===== config.mk =====
export PLATFORM = sky130hd
export DESIGN_NAME = program_loader
export DESIGN_NICKNAME = d
export VERILOG_FILES = /design/src/rtl/program_loader_pkg.sv /design/src/rtl/program_loader_byte_packer.sv /design/src/rtl/program_loader.sv
export SDC_FILE = /design/constraint.sdc
export NUM_CORES = 1
export LEC_CHECK = 0
export CORE_MARGIN = 1.5
export CORE_UTILIZATION = 45
export DETAILED_ROUTE_END_ITERATION = 6
export HOLD_SLACK_MARGIN = 0.12
export PLACE_DENSITY = 0.73
export SYNTH_ARGS = -nofsm -noshare
export SYNTH_HDL_FRONTEND = slang
export SYNTH_SLANG_ARGS = --single-unit

===== constraint.sdc =====
create_clock -name clk -period 2.1 [get_ports clk]
set_input_delay 0.21 -clock clk [delete_from_list [all_inputs] [get_ports clk]]
set_output_delay 0.21 -clock clk [all_outputs]
set_load 0.01 [all_outputs]

===== src/rtl/program_loader_pkg.sv =====
// Shared definitions for the program loader: FSM state encoding and stream
// framing constants.
package program_loader_pkg;

    // Payload bytes that make up one 32-bit instruction word.
    localparam int BYTES_PER_WORD = 4;

    // Width of the header byte that carries the word count.
    localparam int HDR_W = 8;

    // Loader FSM states.
    typedef enum logic [2:0] {
        ST_IDLE  = 3'd0,
        ST_LOAD  = 3'd1,
        ST_WRITE = 3'd2,
        ST_DONE  = 3'd3,
        ST_ERR   = 3'd4
    } state_t;

endpackage


===== src/rtl/program_loader_byte_packer.sv =====
// Little-endian byte packer: collects BYTES_PER_WORD stream bytes into one
// instruction word. The first byte of a word lands in bits 7:0.
module byte_packer
    import program_loader_pkg::*;
(
    input  logic                        clk,
    input  logic                        reset,
    input  logic                        i_accept,
    input  logic [7:0]                  i_byte,
    input  logic                        i_clear,
    output logic [8*BYTES_PER_WORD-1:0] o_word,
    output logic                        o_word_full
);

    localparam int CNT_W = $clog2(BYTES_PER_WORD);
    localparam logic [CNT_W-1:0] LAST_BYTE = CNT_W'(BYTES_PER_WORD - 1);

    logic [CNT_W-1:0]            r_cnt;
    logic [8*BYTES_PER_WORD-1:0] r_word;

    // Insert each accepted byte at its lane; the counter wraps back to lane 0
    // after the last byte so the next word starts cleanly.
    always_ff @(posedge clk or negedge reset) begin
        if (!reset) begin
            r_cnt  <= '0;
            r_word <= '0;
        end else if (i_clear) begin
            r_cnt  <= '0;
        end else if (i_accept) begin
            r_word[{r_cnt, 3'b000} +: 8] <= i_byte;
            r_cnt                        <= r_cnt + 1'b1;
        end
    end

    assign o_word      = r_word;
    // Pulses on the edge that accepts the final byte of a word.
    assign o_word_full = i_accept && (r_cnt == LAST_BYTE);

endmodule


===== src/rtl/program_loader.sv =====
// Byte-stream program loader: takes a header byte N followed by 4*N
// little-endian payload bytes, writes N words into instruction memory and
// then releases the core from reset. A bad header latches an error that only
// the loader reset clears.
module program_loader
    import program_loader_pkg::*;
#(
    parameter int MEM_WORDS  = 32,
    parameter int ADDR_WIDTH = 5
) (
    input  logic                  clk,
    input  logic                  reset,
    input  logic                  in_valid,
    input  logic [7:0]            in_data,
    output logic                  in_ready,
    output logic                  mem_we,
    output logic [ADDR_WIDTH-1:0] mem_addr,
    output logic [31:0]           mem_wdata,
    output logic                  cpu_reset,
    output logic                  load_done,
    output logic                  load_error,
    output logic [7:0]            words_loaded
);

    localparam logic [HDR_W-1:0] MAX_N = HDR_W'(MEM_WORDS);

    state_t     r_state;
    logic [7:0] r_n;
    logic [7:0] r_count;

    logic        w_hdr_slot;
    logic        w_hdr_accept;
    logic        w_hdr_ok;
    logic        w_pack_accept;
    logic        w_word_full;
    logic [31:0] w_word;
    logic [7:0]  w_next_count;

    // The header is taken from IDLE, or from DONE to start a reload.
    assign w_hdr_slot    = (r_state == ST_IDLE) || (r_state == ST_DONE);
    assign w_hdr_accept  = in_valid && w_hdr_slot;
    assign w_hdr_ok      = (in_data != 8'd0) && (in_data <= MAX_N);
    assign w_pack_accept = in_valid && (r_state == ST_LOAD);
    assign w_next_count  = r_count + 8'd1;

    byte_packer u_packer (
        .clk         (clk),
        .reset       (reset),
        .i_accept    (w_pack_accept),
        .i_byte      (in_data),
        .i_clear     (w_hdr_accept),
        .o_word      (w_word),
        .o_word_full (w_word_full)
    );

    // Loader FSM: header check, byte collection, one-cycle write, release.
    always_ff @(posedge clk or negedge reset) begin
        if (!reset) begin
            r_state <= ST_IDLE;
            r_n     <= '0;
            r_count <= '0;
        end else begin
            case (r_state)
                ST_IDLE, ST_DONE: begin
                    if (w_hdr_accept) begin
                        if (w_hdr_ok) begin
                            r_n     <= in_data;
                            r_count <= '0;
                            r_state <= ST_LOAD;
                        end else begin
                            r_state <= ST_ERR;
                        end
                    end
                end
                ST_LOAD: begin
                    if (w_word_full) begin
                        r_state <= ST_WRITE;
                    end
                end
                ST_WRITE: begin
                    r_count <= w_next_count;
                    r_state <= (w_next_count == r_n) ? ST_DONE : ST_LOAD;
                end
                ST_ERR: begin
                    r_state <= ST_ERR;
                end
                default: begin
                    r_state <= ST_IDLE;
                end
            endcase
        end
    end

    // Every output decodes from registered state only; the write address and
    // data are the index and packer registers presented during WRITE.
    assign in_ready     = (r_state == ST_IDLE) || (r_state == ST_LOAD) ||
                          (r_state == ST_DONE);
    assign mem_we       = (r_state == ST_WRITE);
    assign mem_addr     = r_count[ADDR_WIDTH-1:0];
    assign mem_wdata    = w_word;
    assign cpu_reset    = (r_state != ST_DONE);
    assign load_done    = (r_state == ST_DONE);
    assign load_error   = (r_state == ST_ERR);
    assign words_loaded = r_count;

endmodule


==> impl_metrics.ini, run 1 <==
[outcome]
status = finished clean

[place]
gp_congestion = 0.808
portBuffers = 60
placed_area_um2 = 3440
dp_hpwl_mm = 4.76

[critical_path]
end_kind = primary output
worst-setup-path-type = flop to primary output
cp_data_arrival_time_ns = 1.81
max_stage_delay_ns = 0.53
worstSetupStartpointType = flop
crit_buf_inv = 2
crit_family = buffers and inverters
path_cells = nor2b_1, nand2b_1, inv_2, clkdlybuf4s50_1
crit_fanout = 10
critPathSlowestCell = clkdlybuf4s50_1
worstPathRequired_ns = 1.89

[floorplanning]
core-area_um2 = 5610
die_x_um = 79.7
die_h_um = 79.7
ioPinCount = 61
rows = 27
initial_utilization = 0.473
die-area_um2 = 6360

[sta]
period_share = 0.960
drv_slew = 0
hold_violations = 0
setup_tns_ns = 0
fmaxAchievable_mhz = 496
rsz0062_at_grt = no
max_slew_margin = 0.596
finalClockSkew_ns = 0.00353
post-route-min-period_ns = 2.02
tightest_slew_ns = 0.606
finalSetupViolCount = 0

[global_routing]
overflow = 0
grt_pass1_wl_mm = 10.5
antenna_found_initial = 0
grt.total_usage = 0.217
grt_pass1_vias = 2110
grt_max_degree = 28

[logic_synthesis]
synth_most_common_cell = nand2_1
synth_top_cell_by_area = dfrtp_1
synth_edf_count = 0
synthArstFlopShare = 1.00
syn_area_um2 = 2650
yosys-top-cells-count = nand2_1 (79), dfrtp_1 (53), o21ai_0 (40)
syn_nets = 309
ys_ff_latch = 53
synth_ff_type = dfrtp_1
syn_inst = 292
synth.area.top_cells = dfrtp_1 (50%), nand2_1 (11%), o21ai_0 (7.6%)
ys_seq_area_frac = 0.500
synth_top_area_frac = 0.500
synth_area_per_cell_um2 = 9.08
ys_types = 38
ys_warn_count = 0

[cts]
htree_levels = 2
cts.sinks = 53
cts_buffer_depth = 2
cts_resized = 0
hold_buffers = 1
cts_root_buf = clkbuf_8
cts_made_buffers = 5
cts_tree = done
post_cts_buffers = 0
insertion_delay_ns = 0.31
clkTransAtPathRegs_ns = 0.09

[cells_and_area]
drive_gt1_frac = 0.135
n_antenna_cell = 0
final_net_count = 386
final_area_um2 = 3550
area_growth_pct = 34.1

[power_and_ir_drop]
ir_drop_mv = 0.466
p_total_mw = 4.26
power_density_nw_per_um2 = 1200
p_leak_nw = 1.52

[route]
drc = 0
vias_per_cell = 5.18
wl_mm = 6.37
wire_per_inst_um = 14.4
firstDrtPassIters = 4
detail_route.iter0.violations = 116
num_vias = 2291
ant_nets = 0

[job]
maxCapViolations = 0

[hold_path]
hold_class = input port to asynchronous set/reset pin
sequential cells by signal, summed over array words and instances, names as in the netlist:
| name | cells |
|---|---|
| r_state | 3 |
| r_n | 8 |
| u_packer.o_word | 32 |
| u_packer.r_cnt | 2 |
| words_loaded | 8 |
worst paths after layout:
path	from	to	slack [ns]	cells after the start
min in group clk	u_packer.o_word[31]	u_packer.o_word[31]	0.49	2
max in group asynchronous	reset	r_n[1]	1.01	3
min reg2reg	u_packer.o_word[31]	u_packer.o_word[31]	0.49	2
min	reset	words_loaded[2]	0.46	2
max	r_state[0]	mem_we	0.08	4
max reg2reg	words_loaded[1]	r_state[1]	0.29	6
cells in the final DEF (no fill, tap or decap), types with 2 or more instances in the layout:
cell / count
xnor2_1: 9
and3_1: 3
nand2_1: 79
nor2_1: 9
xor2_1: 3
nand2b_1: 4
o21ai_0: 40
nor2b_1: 3
a31oi_1: 3
o21a_1: 3
o211ai_1: 2
and2_2: 2
buf_4: 25
nor3b_1: 5
nor2_2: 2
dfrtp_1: 53
a21oi_1: 8
or3_1: 3
nor4_1: 2
nand3_1: 8
mux2_2: 7
clkdlybuf4s50_1: 59
inv_1: 9
clkbuf_8: 7
ha_1: 6
routing by layer:
layer,part of all wire,track usage,vias to the layer above
li1,-,-,1135
met4,0.017,0.0707,0
met3,0.042,0.0377,10
met5,0,0,-
met1,0.46,0.296,1088
met2,0.48,0.350,58
through the flow:
stage / std cells / hold WS (ns) / setup slack, ns / utilization
floorplan: 292 / -0.0856 / 0.392 / -
global placement: 433 / 0.248 / -0.0419 / 0.614
finish: 442 / 0.460 / 0.0840 / 0.634
CTS: 442 / 0.460 / 0.0728 / 0.634
global route: 442 / 0.508 / 0.00390 / 0.634
detailed placement: 433 / 0.257 / -0.0793 / 0.614
power by group:
group	switching, mW	internal [mW]
logic	0.914	1.05
registers	0.317	1.35
clock network	0.328	0.299
area by class of cell:
type | instances | area [um2]
multi-input cells | 213 | 1210
flip-flops and latches | 53 | 1330
clock buffers | 7 | 96.3
clock inverters | 1 | 5.00
fillers | 475 | 2050
repair buffers | 86 | 793
well taps | 72 | 90.1
inverters | 10 | 37.5
logic make-up (layout without fill, tap and decap cells):
logic type / after synthesis / in the layout / synth area share
and+or+nand+nor: 125 / 125 / 0.223
adders and majority gates: 6 / 6 / 0.0283
muxes: 7 / 7 / 0.0297
xor gates and xnor gates: 12 / 12 / 0.0397
AOI/OAI and AO/OA: 63 / 63 / 0.135
buffers and inverters: 26 / 104 / 0.0444
DFF: 53 / 53 / 0.500
No activity file was read; power rests on OpenSTA's default activity.
==> inputs of run 2 (changes only) <==
- CORE_MARGIN: 1.5 -> 8
==> run 2 against run 1 <==
  * Non-clock buffer count is 2 lower
  * First-iteration DRC count shrank 37%
  * Sequential cell count unchanged
  * Sequential share of layout area is 0.083 points lower
  * Register-to-register slack got worse by 0.03 ns
  * Total power rose by 2.7%
  * Sequential power barely moved
  * Die area grew 35%
  * Global-route usage down 6.0 points
  * Cell area rose by 0.32%
  * Wire length is 4.8% higher
  * Clock power grew 16%
  * Critical path type unchanged
  * Highest routed layer unchanged
==> impl_metrics.ini, run 2 (same netlist as run 1, synthesis figures left out) <==
[floorplanning]
die-area_um2 = 8600
ioPinCount = 61
die_x_um = 92.7
die_h_um = 92.7
initial_utilization = 0.456
rows = 28
core-area_um2 = 5820

[global_routing]
antenna_found_initial = 0
grt.total_usage = 0.157
grt_max_degree = 31
grt_pass1_vias = 2203
overflow = 0
grt_pass1_wl_mm = 11.1

[cts]
cts_buffer_depth = 2
cts.sinks = 53
clkTransAtPathRegs_ns = 0.10
cts_tree = done
htree_levels = 2
insertion_delay_ns = 0.31
cts_made_buffers = 5
post_cts_buffers = 0
cts_root_buf = clkbuf_8

[critical_path]
r2r-start = r_state[2]
reg2reg_depth = 5
worst-setup-path-type = flop to primary output
worstSetupStartpointType = flop
worstPathRequired_ns = 1.89
rrSetupSlack_ns = 0.26
crit_path_start = r_state[0]
r2r-end = u_packer.o_word[20]
end_kind = primary output
crit_fanout = 10
cp_data_arrival_time_ns = 1.78

[place]
dp_hpwl_mm = 5.04
place_ws_ns = -0.0747
placed_area_um2 = 3430
portBuffers = 60
gp_congestion = 0.798
placedCellCount = 434

[power_and_ir_drop]
power_density_nw_per_um2 = 1230
switching_share = 0.364
p_int_mw = 2.78
ir_drop_mv = 0.518
p_switching_mw = 1.59
clkPwrFrac = 0.167
p_total_mw = 4.38
power_frac_seq = 0.383
power_frac_comb = 0.450
p_leak_nw = 1.51

[sta]
hold_violations = 0
period_share = 0.948
rsz0062_at_grt = no
finalWorstSetupSlack_ns = 0.110
finalClockSkew_ns = 0.00708
drv_slew = 0
finalSetupViolCount = 0
whs_ns = 0.479
tightest_slew_ns = 0.660
post-route-min-period_ns = 1.99
max_slew_margin = 0.560
fmaxAchievable_mhz = 502

[cells_and_area]
final_net_count = 384
largest_reg_flops = 32
area_growth_pct = 34.6
final_common_cell = nand2_1
final_cells = 443
most-common-layout-cells = nand2_1 (79), clkdlybuf4s50_1 (59), dfrtp_1 (52), o21ai_0 (40), buf_4 (23)
n_antenna_cell = 0
final_area_um2 = 3570
drive_gt1_frac = 0.136

[route]
wire_per_inst_um = 15.1
wl_mm = 6.68
vias_per_cell = 5.14
firstDrtPassIters = 4
num_vias = 2278
drc = 0
ant_nets = 0
detail_route.iter0.violations = 73

[hold_path]
hold_class = input port to asynchronous set/reset pin

[job]
maxCapViolations = 0

[outcome]
status = finished clean
[run 2: cell count changes in the layout (fill, tap and decap cells not counted), sizes merged]
cell,before,now
buf,26,24
bufinv,0,1
clkbuf,7,6
clkinv,1,0
clkinvlp,0,1
[run 2: worst max-delay path, stage by stage (launching register included)]
cell and delay, ns:
dfrtp_2 0.49, nor2b_1 0.20, nand2b_2 0.17, inv_2 0.08, clkdlybuf4s50_1 0.53
[run 2: layout make-up]
cell class / count / area, um2
Fill cell: 534 / 2250
Sequential cell: 53 / 1330
Multi-Input combinational cell: 213 / 1210
Timing Repair Buffer: 84 / 778
Tap cell: 75 / 93.8
Clock buffer: 6 / 82.6
Clock inverter: 2 / 37.5
Inverter: 10 / 37.5
[run 2: worst max-delay path by stage]
stage | to | slack [ns] | cells past startpoint
6_report | mem_we | 0.11 | 4
5_1_grt | load_done | 0.02 | 4
4_1_cts | mem_we | 0.02 | 4
3_5_place_dp | r_n[2] | -0.07 | 6
3_3_place_gp | r_n[0] | -0.04 | 6
2_1_floorplan | u_packer.o_word[6] | 0.39 | 5
[run 2: metal layers]
metal / GRT usage / wire length (um) / up-vias
li1: - / - / 1128
met1: 0.204 / 3020 / 1084
met2: 0.259 / 3230 / 60
met3: 0.0307 / 349 / 6
met4: 0.0443 / 75 / 0
met5: 0 / 0 / -
[run 2: repair_timing]
action                                 in CTS  in global routing
resized for setup                           0                  2
setup endpoints to repair                   0                  2
hold buffers                                1                  0
endpoints found under the hold margin      28                  0
[run 2: per-stage QoR]
stage / utilization / TNS [ns]
after floorplan: - / 0
after global placement: 0.590 / -0.294
after detailed placement: 0.590 / -0.598
after CTS: 0.613 / 0
after global routing: 0.613 / 0
final: 0.613 / 0
[run 2: power by group through the flow]
| stage | Clock [mW] | Combinational (mW) | Sequential [mW] |
|---|---|---|---|
| 6_report | 0.729 | 1.97 | 1.68 |
| 2_1_floorplan | 0 | 1.00 | 1.70 |
| 4_1_cts | 0.739 | 1.99 | 1.67 |
| 3_3_place_gp | 0 | 1.91 | 1.68 |
| 5_1_grt | 0.780 | 2.17 | 1.73 |
| 3_5_place_dp | 0 | 1.97 | 1.69 |
